===== src/rtl/alarm_timer.sv =====
// Alarm timer: prescaled up-counter with a settable alarm that rings until
// the downstream equation checker reports a correct, complete answer.
module alarm_timer #(
  parameter int unsigned CLKS_PER_TICK = 50000000,
  parameter int unsigned MAX_COUNT     = 99
) (
  input  logic       Clock,
  input  logic       Reset,
  input  logic       Enable,
  input  logic       SetAlarm,
  input  logic [6:0] AlarmIn,
  input  logic       correct,
  input  logic       turnOff,
  output logic [6:0] OngoingTimer,
  output logic       startEq1,
  output logic       ringing,
  output logic       tick,
  output logic       solved
);

  localparam int unsigned PW = (CLKS_PER_TICK > 1) ? $clog2(CLKS_PER_TICK) : 1;
  localparam logic [PW-1:0] PRESC_LAST = PW'(CLKS_PER_TICK - 1);
  localparam logic [6:0]    TIMER_LAST = 7'(MAX_COUNT);

  typedef enum logic [1:0] {
    IDLE,
    ARMED,
    RINGING,
    SOLVED
  } state_t;

  state_t        state;
  logic [PW-1:0] presc;
  logic [6:0]    alarm;
  logic [6:0]    timer_next;
  logic          tick_event;
  logic          set_ok;

  always_comb begin
    tick_event = Enable && (presc == PRESC_LAST);
    timer_next = (OngoingTimer == TIMER_LAST) ? '0 : OngoingTimer + 7'd1;
    set_ok     = SetAlarm && (AlarmIn <= TIMER_LAST);
  end

  always_ff @(posedge Clock) begin
    if (Reset) begin
      presc        <= '0;
      OngoingTimer <= '0;
    end else if (Enable) begin
      if (tick_event) begin
        presc        <= '0;
        OngoingTimer <= timer_next;
      end else begin
        presc <= presc + 1'b1;
      end
    end
  end

  // Trigger compares against the alarm value held before this edge, so a
  // coincident SetAlarm only affects later ticks.
  always_ff @(posedge Clock) begin
    if (Reset) begin
      state    <= IDLE;
      alarm    <= '0;
      tick     <= 1'b0;
      solved   <= 1'b0;
      startEq1 <= 1'b0;
      ringing  <= 1'b0;
    end else begin
      tick   <= tick_event;
      solved <= 1'b0;
      case (state)
        IDLE: begin
          if (set_ok) begin
            alarm <= AlarmIn;
            state <= ARMED;
          end
        end
        ARMED: begin
          if (set_ok) alarm <= AlarmIn;
          if (tick_event && (timer_next == alarm)) begin
            state    <= RINGING;
            startEq1 <= 1'b1;
            ringing  <= 1'b1;
          end
        end
        RINGING: begin
          if (correct && turnOff) begin
            state    <= SOLVED;
            solved   <= 1'b1;
            startEq1 <= 1'b0;
            ringing  <= 1'b0;
          end
        end
        SOLVED: begin
          if (tick_event) state <= ARMED;
        end
        default: state <= IDLE;
      endcase
    end
  end

endmodule


===== config.mk =====
export PLATFORM = sky130hd
export DESIGN_NAME = alarm_timer
export DESIGN_NICKNAME = d
export VERILOG_FILES = /design/src/rtl/alarm_timer.sv
export SDC_FILE = /design/constraint.sdc
export NUM_CORES = 1
export LEC_CHECK = 0
export CAP_MARGIN = 5
export CORE_MARGIN = 3
export CORE_UTILIZATION = 56
export DETAILED_ROUTE_END_ITERATION = 8
export GPL_ROUTABILITY_DRIVEN = 0
export PLACE_DENSITY_LB_ADDON = 0.15
export SLEW_MARGIN = 25
export SYNTH_ARGS = -nofsm -noshare
export SYNTH_HDL_FRONTEND = slang
export SYNTH_SLANG_ARGS = --single-unit
export TNS_END_PERCENT = 20

===== constraint.sdc =====
create_clock -name Clock -period 2.6 [get_ports Clock]
set_input_delay 0.39 -clock Clock [delete_from_list [all_inputs] [get_ports Clock]]
set_output_delay 0.39 -clock Clock [all_outputs]
set_load 0.01 [all_outputs]

* Yosys cells after proc, flatten, opt, wreduce, memory -nomap -nowiden
Cells that the tools add are included.
** Word-level totals
- Bits in registers :: 45
- Word-level logic and storage cells :: 44
- Output and inout bits :: 11
- Bits of input ports :: 13
** Cells by class
- Equal/unequal tests :: 10
- Reductions and logical operators :: 12
- $add $sub $neg :: 2
- Bitwise gates (word level) :: 1
- Muxes and demuxes :: 11
- $lt $le $gt $ge :: 1
** Operator list (count)
- $add A26 B1 Y26 const B :: 1
- $eq A26 B26 Y1 const B :: 1
- $mux W26 :: 1
- $mux W2 :: 4
- $ne A2 B2 Y1 const B :: 4
- $pmux W2 S4 :: 1
- $add A7 B1 Y7 const B :: 1
- $eq A7 B7 Y1 :: 1
- $eq A7 B7 Y1 const B :: 1
- $le A7 B7 Y1 const B :: 1
- $mux W7 :: 1
- $eq A2 B2 Y1 const B :: 2
- $logic_and A1 B1 Y1 :: 4
- $reduce_and A2 Y1 :: 2
- $reduce_and A4 Y1 :: 1
- $reduce_or A2 Y1 :: 2
- $mux W1 :: 3
- $reduce_and A3 Y1 :: 1
- $eq A2 B1 Y1 const B :: 1
- $logic_not A2 Y1 :: 1
- $pmux W1 S2 :: 1
- $reduce_bool A2 Y1 :: 1
- $not A1 Y1 :: 1

* Logic depth before layout (Yosys ltp)
- Depth after elaboration :: 6
- Depth in mapped cells :: 8
- Gate-level depth less buffers :: 7

* Least setup slack after synthesis
OpenSTA, ideal clock, no wires.
- Kind :: register -> register
- Start point :: register OngoingTimer[1]
- End point :: register ringing
- Required time :: 2505 ps
- Arrival time :: 2334 ps
- Library setup time :: 95 ps
- Cell stages (with the launch flop) :: 9
- Setup slack :: 171 ps
- Clock period less this slack :: 2429 ps
- Buffers on the path :: 1
- Cells stage by stage :: dfxtp_1 -> ha_1 -> clkbuf_2 -> nand3_2 -> or4_1 -> a2111oi_2 -> nand3b_1 -> or4_1 -> o311ai_1
** On the way
- Word-level cells in the longest chain between the ends :: 6
- Elaborated cells on any way between the ends :: 7
- Classes of those cells :: 1 x add/sub; 3 x eq/ne; 1 x mux; 2 x reduce/logical
** RTL lines
- start, declared :: line 14 : output logic [6:0] OngoingTimer,
- start signal, assigned :: line 52 : OngoingTimer <= timer_next;
- $add A7 B1 Y7 / $eq A7 B7 Y1 (equally long branches) :: line 41 : timer_next = (OngoingTimer == TIMER_LAST) ? '0 : OngoingTimer + 7'd1;
- $mux W7 * :: line 41
- $eq A7 B7 Y1 * :: line 81 : if (tick_event && (timer_next == alarm)) begin
- $logic_and A1 B1 Y1 * :: line 81
- $ne A2 B2 Y1 (no line) *
- $reduce_and A3 Y1 (no line) *
- end signal, assigned :: line 68 : ringing <= 1'b0;
- end signal, assigned :: line 84 : ringing <= 1'b1;
- end signal, assigned :: line 92 : ringing <= 1'b0;
- end, declared :: line 16 : output logic ringing,
Every way passes the cells marked *; elsewhere a longest branch is shown, timed or not.
A chain may end at the register's enable or synchronous reset.

* Worst setup path in the final report
Same ends and word-level chain as after synthesis.

==> results.yml <==
status:
  status: "completed"
detailed_routing:
  firstDrtPassIters: 4
  drt_iter0_drc: 137
  dr_total_vias: 1985
  routed_wl_um: 4789
  drc_errors: 0
  wl_per_cell_um: 13.61
  viasPerCell: 5.639
  drt.antenna.violating_nets: 0
finish:
  area_growth_pct: 18.32
  final_cell_mix: "47 x nor2_1, 44 x dfxtp_1, 23 x clkdlybuf4s50_1, 21 x nand2_1, 18 x xor2_1"
  final_common_cell: "nor2_1"
  n_antenna_cell: 0
  drive_gt1_frac: 0.09211
  nNetsFinal: 323
pwr:
  p_leak_nw: 0.9925
  p_seq_frac: 0.497
  internal-power_mw: 1.096
  peakVddDrop_uv: 439.8
  clkPwrFrac: 0.300
  sw_frac_of_total: 0.2851
  p_switching_mw: 0.4372
  powerDensity_nw_per_um2: 554.7
  comb_power_share: 0.204
placement:
  hpwl_um: 3474
  io_buffers: 23
floorplanning:
  start_util: 0.6105
  core_sq_um: 3826
  die_x_um: 70.59
  die_y_um: 70.59
  io_pins: 24
  die_area_sq_um: 4982
  num_rows: 22
setup_path:
  cp.required_ns: 2.82
  critical-path-max-stage-delay_ns: 0.56
  cp_top_family: "simple AND/OR/NAND/NOR gates"
  path_class: "flip-flop to flip-flop"
  r2r_slack_ns: 0.21
  start_kind: "flip-flop"
  cp-end-kind: "flip-flop"
  crit_arrival_ns: 2.61
  path_cells: "ha_1, buf_4, xnor2_1, a22o_1, a211oi_1, nand4_1, or4_1, o311ai_1"
  cp_slowest_cell: "or4_1"
  crit_buf_inv: 1
  r2r_start: "OngoingTimer[1]$_SDFFE_PP0P_"
  crit_fanout: 7
  worstRegToRegCells: 8
  r2r-end: "ringing$_SDFFE_PP0P_"
clock_network:
  htreeDepth: 2
  postCtsSetupBuffers: 0
  cts_sinks: 45
  path_clk_slew_ns: 0.09
  cts_tree: "built"
  clock_path_buffers: 2
  clock_latency_ns: 0.30
  numCtsBuffers: 5
  root_buffer: "clkbuf_8"
sta:
  period_minus_slack_ns: 2.390
  rsz0062_at_grt: "false"
  setup_violations: 0
  finalCritPeriodShare: 0.9194
  whs_ns: 0.5213
  slew_headroom: 0.5677
  slew_viol_final: 0
  tightest_slew_ns: 0.6403
  max_clock_freq_ghz: 0.4184
  finClkSkew_ns: 0.009051
  hold_viol: 0
  setup_tns_ns: 0
flow_run:
  drv_cap: 0
yosys:
  synth-seq-cells: 45
  netlist_area_sq_um: 2336
  synth_edf_count: 0
  async_flop_share: 0
  synth_seq_area_share: 0.3856
  synth_cell_types: 45
  yosysWarnings: 0
  synthesis.nets: 295
  syn_inst: 275
  synthFlopType: "dfxtp_1"
  avgSynthCellArea_sq_um: 8.495
worst_hold_path:
  hp-start: "state[1]$_SDFFE_PP0P_"
  hold_end: "state[1]$_SDFFE_PP0P_"
  hold_class: "flip-flop to flip-flop"
  min_path_cells: 2
grt:
  grt_max_degree: 25
  grt_pass1_vias: 1818
  antenna_found_initial: 0
  grt.total_usage: 0.2034
  grt_pass1_wl_um: 8217
  gr-total-overflow: 0
[routing by layer]
metal / GRT usage / routed length, um / vias to the layer above
li1: - / - / 1019
met1: 0.2899 / 2404 / 919
met2: 0.3015 / 2093 / 41
met3: 0.05966 / 235 / 6
met4: 0.05637 / 55 / 0
met5: 0 / 0 / -
[Yosys cell counts (2+ instances only)]
library cell  number  area, sq um
nor2_1            47        176.4
dfxtp_1           45        900.9
nand2_1           21        78.83
xor2_1            18        157.7
nand3_1           13        65.06
xnor2_1           12        105.1
mux2i_1           11        110.1
a21oi_1            9        45.04
nand4_1            9        56.30
clkbuf_1           8        30.03
ha_1               7        87.58
nor4_1             7        43.79
nand2b_1           6        37.54
o21ai_0            6        30.03
inv_1              5        18.77
or3_1              5        31.28
buf_2              4        20.02
nor3_1             4        20.02
a211oi_1           3        22.52
and4_1             3        26.28
or4_1              3        22.52
and3_1             2        12.51
nand3_2            2        20.02
nand4b_1           2        17.52
nor2b_1            2        12.51
o22ai_1            2        12.51
[power by group through the flow]
| stage | combinational, mW | clock (mW) | sequential (mW) |
|---|---|---|---|
| floorplan | 0.230 | 0 | 0.770 |
| global placement | 0.296 | 0 | 0.777 |
| detailed placement | 0.305 | 0 | 0.778 |
| CTS | 0.307 | 0.472 | 0.762 |
| global route | 0.342 | 0.500 | 0.767 |
| finish | 0.312 | 0.459 | 0.761 |
[worst min-delay path, stage by stage (launching register included)]
cell      delay (ns)
dfxtp_1         0.35
nand2b_1        0.07
mux2i_1         0.06
[timing repair]
action                                  CTS  global route
endpoints found under the setup margin    0             3
gates resized for setup                   0             2
hold buffers                              0             0
[worst max path at each step]
| stage | from | end | slack, ns | cells after the start |
|---|---|---|---|---|
| floorplan | OngoingTimer[1]$_SDFFE_PP0P_ | ringing$_SDFFE_PP0P_ | 0.17 | 8 |
| finish | OngoingTimer[1]$_SDFFE_PP0P_ | ringing$_SDFFE_PP0P_ | 0.21 | 8 |
| global route | OngoingTimer[1]$_SDFFE_PP0P_ | ringing$_SDFFE_PP0P_ | 0.08 | 7 |
| CTS | OngoingTimer[1]$_SDFFE_PP0P_ | ringing$_SDFFE_PP0P_ | 0.08 | 7 |
| global placement | Enable | OngoingTimer[6]$_SDFFE_PP0P_ | 0.08 | 6 |
| detailed placement | Enable | OngoingTimer[6]$_SDFFE_PP0P_ | 0.06 | 6 |
[kinds of logic (layout without fill, tap and decap cells)]
group / Yosys count / in the layout / synth area share
xor+xnor: 30 / 30 / 0.1125
flops: 45 / 45 / 0.3856
fa+ha+maj: 7 / 7 / 0.03749
buf+inv: 19 / 48 / 0.03482
mux: 11 / 11 / 0.04714
compound gates: 31 / 31 / 0.09266
simple gates: 132 / 132 / 0.2898
[per-stage QoR]
stage	total power, mW	cells	setup slack [ns]	utilization	area (sq um)
CTS	1.541	352	0.07557	0.7188	2750
floorplan	0.9994	275	0.1710	-	2336
global placement	1.073	344	0.08337	0.6936	2654
global route	1.609	352	0.07697	0.7224	2764
detailed placement	1.084	344	0.05964	0.6936	2654
finish	1.533	352	0.2097	0.7224	2764
[layout make-up]
type | instances | area, sq um
timing repair buffer | 35 | 320.3
inverter | 5 | 18.77
clock buffer | 6 | 82.58
tap | 48 | 60.06
clock inverter | 2 | 13.76
multi-input combinational | 211 | 1366
fill | 303 | 1062
sequential | 45 | 902.1
[sequential cells by signal (all words and copies together), names as in the netlist]
register      count
OngoingTimer      7
alarm             7
presc            26
ringing           1
solved            1
state             2
tick              1
No activity file was read; power rests on OpenSTA's default activity.
